$ cat src/rtl/fpsr_task_sequencer.sv
// fpsr_task_sequencer: debounced confirm button drives a quiz/game task FSM with score and wrong counters.
// Optional game timeout is built only when FPSR_TASK_TIMEOUT_EN is defined.
module fpsr_task_sequencer #(
    parameter logic [19:0] DEBOUNCE_CYCLES = 20'd1000000,
    parameter logic [31:0] TIMEOUT_CYCLES  = 32'd1000000000,
    parameter logic [3:0]  Q1_KEY = 4'h3,
    parameter logic [3:0]  Q2_KEY = 4'hA,
    parameter logic [3:0]  Q3_KEY = 4'h5,
    parameter logic [7:0]  G1_KEY = 8'h0F,
    parameter logic [7:0]  G2_KEY = 8'hA5,
    parameter logic [7:0]  G3_KEY = 8'hF0
) (
    input  logic        ClkPort,
    input  logic        Reset,
    input  logic        door,
    input  logic        seat,
    input  logic        btn_confirm,
    input  logic [7:0]  sw,
    output logic        q_Q1,
    output logic        q_Q2,
    output logic        q_Q3,
    output logic        q_G1,
    output logic        q_G2,
    output logic        q_G3,
    output logic [15:0] score,
    output logic [7:0]  wrong_cnt,
    output logic        done,
    output logic        timeout
);
    typedef enum logic [3:0] {S_IDLE, S_Q1, S_Q2, S_Q3, S_WAIT_DOOR, S_G1, S_G2, S_G3, S_DONE} state_t;

    state_t      r_state, w_next;
    logic [1:0]  r_sync;
    logic [19:0] r_db_cnt;
    logic        r_armed, r_press;
    logic        w_good, w_bad, w_expire, w_in_g;
    logic [3:0]  w_qkey;
    logic [7:0]  w_gkey;

    // Armed: count consecutive high clocks; disarmed: count consecutive low clocks to re-arm.
    always_ff @(posedge ClkPort or posedge Reset) begin
        if (Reset) begin
            r_sync   <= 2'b00;
            r_db_cnt <= '0;
            r_armed  <= 1'b1;
            r_press  <= 1'b0;
        end else begin
            r_sync  <= {r_sync[0], btn_confirm};
            r_press <= 1'b0;
            if (r_sync[1] != r_armed)
                r_db_cnt <= '0;
            else if (r_db_cnt == DEBOUNCE_CYCLES - 20'd1) begin
                r_db_cnt <= '0;
                r_armed  <= ~r_armed;
                r_press  <= r_armed;
            end else
                r_db_cnt <= r_db_cnt + 20'd1;
        end
    end

    assign w_in_g = (r_state == S_G1) || (r_state == S_G2) || (r_state == S_G3);
    assign w_qkey = (r_state == S_Q1) ? Q1_KEY : (r_state == S_Q2) ? Q2_KEY : Q3_KEY;
    assign w_gkey = (r_state == S_G1) ? G1_KEY : (r_state == S_G2) ? G2_KEY : G3_KEY;

    // Qn and Gn states are consecutive in the encoding, so a correct answer steps to the next code.
    always_comb begin
        w_next = r_state;
        w_good = 1'b0;
        w_bad  = 1'b0;
        if (r_press) begin
            case (r_state)
                S_IDLE:               if (seat) w_next = S_Q1;
                S_Q1, S_Q2, S_Q3: begin
                    w_good = (sw[3:0] == w_qkey);
                    w_bad  = ~w_good;
                end
                S_WAIT_DOOR:          if (door) w_next = S_G1;
                S_G1, S_G2, S_G3: begin
                    w_good = (sw == w_gkey);
                    w_bad  = ~w_good;
                end
                default: ;
            endcase
        end
        if (w_good)
            w_next = state_t'(r_state + 4'd1);
        else if (w_expire)
            w_next = S_WAIT_DOOR;
    end

`ifdef FPSR_TASK_TIMEOUT_EN
    logic [31:0] r_to_cnt;

    assign w_expire = w_in_g && (r_to_cnt == TIMEOUT_CYCLES - 32'd1);

    always_ff @(posedge ClkPort or posedge Reset) begin
        if (Reset) begin
            r_to_cnt <= '0;
            timeout  <= 1'b0;
        end else begin
            r_to_cnt <= (w_next != r_state) ? 32'd0 : w_in_g ? r_to_cnt + 32'd1 : r_to_cnt;
            if (w_expire && !w_good)
                timeout <= 1'b1;
            else if (r_press)
                timeout <= 1'b0;
        end
    end
`else
    assign w_expire = 1'b0;
    assign timeout  = 1'b0;
`endif

    always_ff @(posedge ClkPort or posedge Reset) begin
        if (Reset) begin
            r_state   <= S_IDLE;
            q_Q1      <= 1'b0;
            q_Q2      <= 1'b0;
            q_Q3      <= 1'b0;
            q_G1      <= 1'b0;
            q_G2      <= 1'b0;
            q_G3      <= 1'b0;
            done      <= 1'b0;
            score     <= '0;
            wrong_cnt <= '0;
        end else begin
            r_state <= w_next;
            q_Q1    <= (w_next == S_Q1);
            q_Q2    <= (w_next == S_Q2);
            q_Q3    <= (w_next == S_Q3);
            q_G1    <= (w_next == S_G1);
            q_G2    <= (w_next == S_G2);
            q_G3    <= (w_next == S_G3);
            done    <= (w_next == S_DONE);
            if (w_good && score != 16'hFFFF)
                score <= score + 16'd1;
            if (w_bad && wrong_cnt != 8'hFF)
                wrong_cnt <= wrong_cnt + 8'd1;
        end
    end
endmodule

$ cat config.mk
export PLATFORM = sky130hd
export DESIGN_NAME = fpsr_task_sequencer
export DESIGN_NICKNAME = d
export VERILOG_FILES = /design/src/rtl/fpsr_task_sequencer.sv
export SDC_FILE = /design/constraint.sdc
export NUM_CORES = 1
export LEC_CHECK = 0
export CORE_UTILIZATION = 35
export DETAILED_ROUTE_END_ITERATION = 12
export GPL_TIMING_DRIVEN = 0
export PLACE_DENSITY = 0.6
export SYNTH_ARGS = -nofsm -noshare
export SYNTH_HDL_FRONTEND = slang
export SYNTH_SLANG_ARGS = --single-unit
$ cat constraint.sdc
create_clock -name ClkPort -period 3.9 [get_ports ClkPort]
set_input_delay 0.585 -clock ClkPort [delete_from_list [all_inputs] [get_ports ClkPort]]
set_output_delay 0.585 -clock ClkPort [all_outputs]
set_load 0.05 [all_outputs]
==> results_dict.tcl, run 1 <==
set metrics [dict create \
    status "finished clean" \
    ys_seq_elements 59 \
    worstRegToRegCells 9 \
    hold_viol 0 \
    htree_levels 3 \
    peakVddDrop_v 0.000132 \
    drt_first_pass_iters 7 \
    area_delta_synth_final_pct 26.7 \
    start_util_pct 37.1 \
    finalPower_mw 1.23 \
    vias 2172 \
    dpl.cell_count 423 \
    hold_depth 0 \
    hold_end "r_sync[1]" \
    ctsResizeCount 0 \
    syn_inst 277 \
    layout-drive-gt1-share_pct 10.4 \
    avgViaCountPerCell 4.95 \
    worstSkewPairLatency_ns 0.34 \
    tritoncts "built" \
    core_region_area_mm2 0.00789 \
    leakage_nw 1.57 \
    die-area_mm2 0.00873 \
    grt_pass1_vias 2085 \
    fin_area_mm2 0.00371 \
    drv_cap 0 \
    fin_skew_ns 0.00793 \
    power.density_mw_per_mm2 331 \
    hold_class "register to register" \
    finalNonFillerCells 439 \
    holdCritStartpoint "r_sync[0]" \
    worstSetupEndpointType "register" \
    clk_path_buf_depth 2 \
    postRouteAntennaNets 0 \
    synth_area_per_cell_um2 10.6 \
    fin_crit_ns 2.87 \
    io_pins 45 \
    tightest_slew_ns 0.918 \
    ys.flop_type "dfrtp_1" \
    clkTransAtPathRegs_ns 0.07 \
    critPathMaxFanout 7 \
    synth_cell_type_count 49 \
    synth-seq-area-share_pct 50.5 \
    num_rows 32 \
    cts_sinks 59 \
    r2r_start "r_state[0]" \
    clock.fmax_mhz 348 \
    dp_hpwl_mm 4.00 \
    cts_buffers 9 \
    wirelength_mm 5.65 \
    dpl_cell_area_mm2 0.00350 \
    relSlewSlack_pct 38.3 \
    synthArstFlopShare_pct 100 \
    track_usage_pct 14.4 \
    r2r-end "q_Q2" \
    drt-initial-drc-count 75 \
    crit_arrival_ns 3.10 \
    drc 0 \
    path_class "register to register" \
    start_kind "register" \
    fin_crit_sh_pct 73.6 \
    ys_warn_count 0 \
    fp.dieH_um 93.4 \
    final-setup-viol-count 0 \
    rsz0062_at_grt "no" \
    synth_area_mm2 0.00293 \
    synth_edf_count 0 \
    gp_congestion 0.762 \
    nets 352 \
    tns_ns 0 \
    postCtsSetupBuffers 0 \
    regArea_mm2 0.00148 \
    grt_max_degree 43 \
    cts_root_buffer "clkbuf_8" \
    fill_cells 741 \
    post_drt_wl_per_cell_um 12.9 \
    synthesis.nets 297 \
    overflow 0 \
    reg2reg_slack_ns 1.03 \
    antenna_found_initial 0 \
    postCtsHoldBufs 0 \
    grt_pass1_wl_mm 9.62 \
    die_w_um 93.4 \
    diodes 0 \
    slew_violations 0 \
    multi_input_area_mm2 0.00138 \
    required_ns 4.13 \
    io_buffers 43 \
]
Yosys cell counts, drive strengths merged, types with 3 or more instances:
library cell	number	share of area (%)
inv	11	1.4
nor2	36	4.7
mux2i	3	1.0
nor4bb	3	1.0
nor4	5	1.3
o21ai	9	1.5
mux2	3	1.3
nor3	8	1.4
xnor2	18	5.4
ha	7	3.0
nor4b	7	2.5
nand3	16	2.7
and3	6	1.3
xor2	20	6.0
nand2	21	2.7
nand4	9	1.9
a21oi	4	0.68
nor2b	4	0.86
dfrtp	58	50
logic make-up (layout without fill, tap and decap cells):
| logic type | count (synthesis) | in the layout | synth area share [%] |
|---|---|---|---|
| fa+ha+maj | 7 | 7 | 2.99 |
| xor+xnor | 38 | 38 | 11.4 |
| compound gates | 27 | 27 | 7.14 |
| mux | 6 | 6 | 2.31 |
| buf+inv | 15 | 75 | 2.31 |
| other cells | 1 | 1 | 0.128 |
| simple gates | 124 | 124 | 23.2 |
| flops | 59 | 59 | 50.5 |
critical path, stage by stage, from the launching register on:
cell and delay (ns):
dfrtp_1 0.43, inv_1 0.13, ha_1 0.20, nor2_1 0.09, or4b_4 0.57, a2111oi_4 0.56
nor2_2 0.14, mux2_4 0.28, clkinv_1 0.11, nor4b_1 0.26
cell usage in the layout, fill, tap and decap left out, types with 2 or more instances in the layout:
master and instances:
a21oi_1 4, and3_1 6, and4b_1 2, clkbuf_8 9, clkdlybuf4s50_1 43, clkinv_4 3, clkinvlp_4 3, dfrtp_1 58
ha_1 7, inv_1 10, mux2_2 2, mux2i_1 3, nand2_1 21, nand3_1 16, nand4_1 9, nor2_1 35
nor2b_1 4, nor3_1 8, nor4_1 4, nor4b_1 5, nor4b_2 2, nor4bb_1 3, o211ai_1 2, o21a_1 2
o21ai_0 8, or3_1 2, xnor2_1 18, xor2_1 20
area by class of cell:
class,instances,area share [%]
clock inverter,7,2.13
buffer,3,0.608
timing repair buffer,44,12.2
tap,102,3.44
inverter,12,1.22
multi-input combinational,203,37.2
clock buffer,9,3.34
sequential,59,39.9
where the power goes:
part           total [mW]  leakage [nW]  switching, mW  internal (mW)
Clock               0.558        0.0916          0.261          0.297
Sequential          0.619         0.778        0.00342          0.616
Combinational      0.0481         0.701         0.0274         0.0208
Total                1.23          1.57          0.292          0.934
worst max-delay path by stage:
| stage | startpoint | cells past startpoint | endpoint |
|---|---|---|---|
| finish | r_state[0] | 9 | q_Q2 |
| global route | r_state[1] | 9 | done |
| CTS | r_state[1] | 9 | done |
| detailed placement | sw[2] | 8 | q_Q2 |
| global placement | sw[2] | 8 | done |
| floorplan | r_state[1] | 8 | score[1] |
metal layers:
metal | share of wire [%] | routed length (um) | GRT usage, %
met3 | 3.6 | 206 | 3.58
met2 | 44 | 2490 | 21.3
met5 | 0 | 0 | 0
met4 | 2.2 | 127 | 8.08
met1 | 50 | 2820 | 19.2
registers in the layout (all words and copies together) (netlist names):
name,cells
r_armed,1
q_Q1,1
q_G1,1
wrong_cnt,8
r_sync,2
done,1
q_Q2,1
r_db_cnt,20
score,16
r_state,4
q_G3,1
r_press,1
q_G2,1
q_Q3,1
stage by stage:
stage	util [%]	hold WS, ns	setup WS [ns]
CTS	47.0	0.363	1.01
finish	47.0	0.364	1.03
global route	47.0	0.384	0.757
global placement	44.2	0.336	0.662
floorplan	-	0.331	1.35
detailed placement	44.4	0.347	0.704
(Power assumes the default switching activity.)
==> run 2: changes to the inputs <==
==> constraint.sdc (replaced) <==
create_clock -name ClkPort -period 3 [get_ports ClkPort]
set_input_delay 0.45 -clock ClkPort [delete_from_list [all_inputs] [get_ports ClkPort]]
set_output_delay 0.45 -clock ClkPort [all_outputs]
set_load 0.05 [all_outputs]
==> results_dict.tcl, run 2 (synthesis gave the netlist of run 1 again) <==
set metrics [dict create \
    drt-initial-drc-count 85 \
    pwr-share-seq_pct 50.5 \
    die-area_mm2 0.00873 \
    swShare_pct 23.8 \
    fin_crit_sh_pct 94.1 \
    clock.fmax_mhz 354 \
    largest_register_ffs 20 \
    io_buffers 43 \
    slowest_delay_ns 0.79 \
    path_cells "inv_1 > ha_1 > or2_2 > o21ai_0 > a2111oi_4 > o31ai_1 > nor4b_1" \
    finalNonFillerCells 440 \
    num_rows 32 \
    peakVddDrop_v 0.000171 \
    postCtsHoldBufs 0 \
    gp_congestion 0.762 \
    avgViaCountPerCell 4.96 \
    fp.dieH_um 93.4 \
    tritoncts "built" \
    r2r_start "r_state[0]" \
    status "finished clean" \
    clkTransAtPathRegs_ns 0.07 \
    cts_sinks 59 \
    post_drt_wl_per_cell_um 12.9 \
    pwr-share-comb_pct 3.9 \
    critPathLaunch "r_state[0]" \
    largest_register "r_db_cnt" \
    fill_cells 740 \
    cts_root_buffer "clkbuf_8" \
    drt_first_pass_iters 6 \
    htree_levels 3 \
    cts_buffers 9 \
    tightest_slew_ns 0.903 \
    grt_max_degree 43 \
    crit_arrival_ns 3.05 \
    fin_skew_ns 0.00787 \
    p_int_mw 1.21 \
    io_pins 45 \
    track_usage_pct 14.4 \
    start_util_pct 37.1 \
    ctsResizeCount 0 \
    grt_pass1_vias 2085 \
    power.density_mw_per_mm2 429 \
    critPathMaxFanout 8 \
    dp_hpwl_mm 4.00 \
    overflow 0 \
    core_region_area_mm2 0.00789 \
    holdCritStartpoint "r_sync[0]" \
    vias 2182 \
    worstSkewPairLatency_ns 0.34 \
    p_switching_mw 0.380 \
    relSlewSlack_pct 39.3 \
    diodes 0 \
    dpl.cell_count 423 \
    postRouteAntennaNets 0 \
    reg_top3 "r_db_cnt x20, score x16, wrong_cnt x8" \
    hold_slack_ns 0.364 \
    wirelength_mm 5.67 \
    hold_class "register to register" \
    final-setup-viol-count 0 \
    rsz0062_at_grt "yes" \
    hold_viol 0 \
    mostFrequentLayoutCell "dfrtp_1" \
    required_ns 3.23 \
    layout-drive-gt1-share_pct 10.7 \
    slowest_stage "o31ai_1" \
    start_kind "register" \
    antenna_found_initial 0 \
    slew_violations 0 \
    leakage_nw 1.58 \
    final_cell_mix "dfrtp_1, clkdlybuf4s50_1, nor2_1" \
    die_w_um 93.4 \
    fin_crit_ns 2.82 \
    drv_cap 0 \
    clk_path_buf_depth 2 \
    grt_pass1_wl_mm 9.62 \
    area_delta_synth_final_pct 26.9 \
    nets 353 \
    path_class "register to register" \
    worstSetupEndpointType "register" \
    drc 0 \
    p_clk_share_pct 45.6 \
]
==> run 2: power groups by stage <==
stage	clock [mW]	sequential (mW)	combinational, mW
floorplan	0	0.821	0.0318
global placement	0	0.820	0.0609
detailed placement	0	0.820	0.0643
CTS	0.757	0.805	0.0645
global route	0.798	0.805	0.0710
finish	0.727	0.805	0.0626
==> run 2: area by class of cell <==
cell class	count	area, um^2	share of cell area (%)
clock inverters	7	78.8	2.12
flip-flops and latches	59	1480	39.8
plain buffers	3	22.5	0.606
repair buffers	45	458	12.3
well taps	102	128	3.44
multi-input cells	203	1380	37.2
clock buffers	9	124	3.34
inverters	12	45.0	1.21
==> run 2: what timing repair did <==
action / CTS / global route
endpoints found under the hold margin: 0 / 0
endpoints found under the setup margin: 0 / 10
setup buffers: 0 / 1
==> run 2: per-layer routing <==
| metal | vias to the layer above | part of all wire, % | global-route usage (%) | wire, um |
|---|---|---|---|---|
| met3 | 8 | 3.5 | 3.58 | 196 |
| met1 | 1051 | 50 | 19.2 | 2840 |
| met2 | 39 | 45 | 21.3 | 2530 |
| li1 | 1084 | - | - | - |
| met5 | - | 0 | 0 | 0 |
| met4 | 0 | 2.0 | 8.08 | 111 |
==> run 2: stage by stage <==
| step | TNS (ns) | power (mW) | utilization, % | area, um^2 | setup slack, ns |
|---|---|---|---|---|---|
| finish | 0 | 1.59 | 47.1 | 3710 | 0.176 |
| detailed placement | -0.287 | 0.884 | 44.4 | 3500 | -0.0608 |
| global route | -0.228 | 1.67 | 47.1 | 3710 | -0.0706 |
| CTS | 0 | 1.63 | 47.0 | 3710 | 0.106 |
| floorplan | 0 | 0.852 | - | 2930 | 0.445 |
| global placement | -4.36 | 0.881 | 44.2 | 3480 | -0.103 |
==> run 2: path summary, 6_finish.rpt <==
check,cells after the start,slack [ns],to
min in group asynchronous,2,0.42,score[6]
worst min register to register,0,0.36,r_sync[1]
max in group asynchronous,3,1.97,r_armed
worst min-delay path,0,0.36,r_sync[1]
worst max-delay path,7,0.18,q_Q2
worst max register to register,7,0.18,q_Q2
==> run 2: critical path, delay by kind of cell, from the launching register on <==
family	cells	cell delay, ns
adder cells (fa/ha/maj)	1	0.24
buffers and inverters	1	0.11
AND/OR/NAND/NOR	2	0.63
flip-flops	1	0.42
AO/OA/AOI/OAI	3	1.32
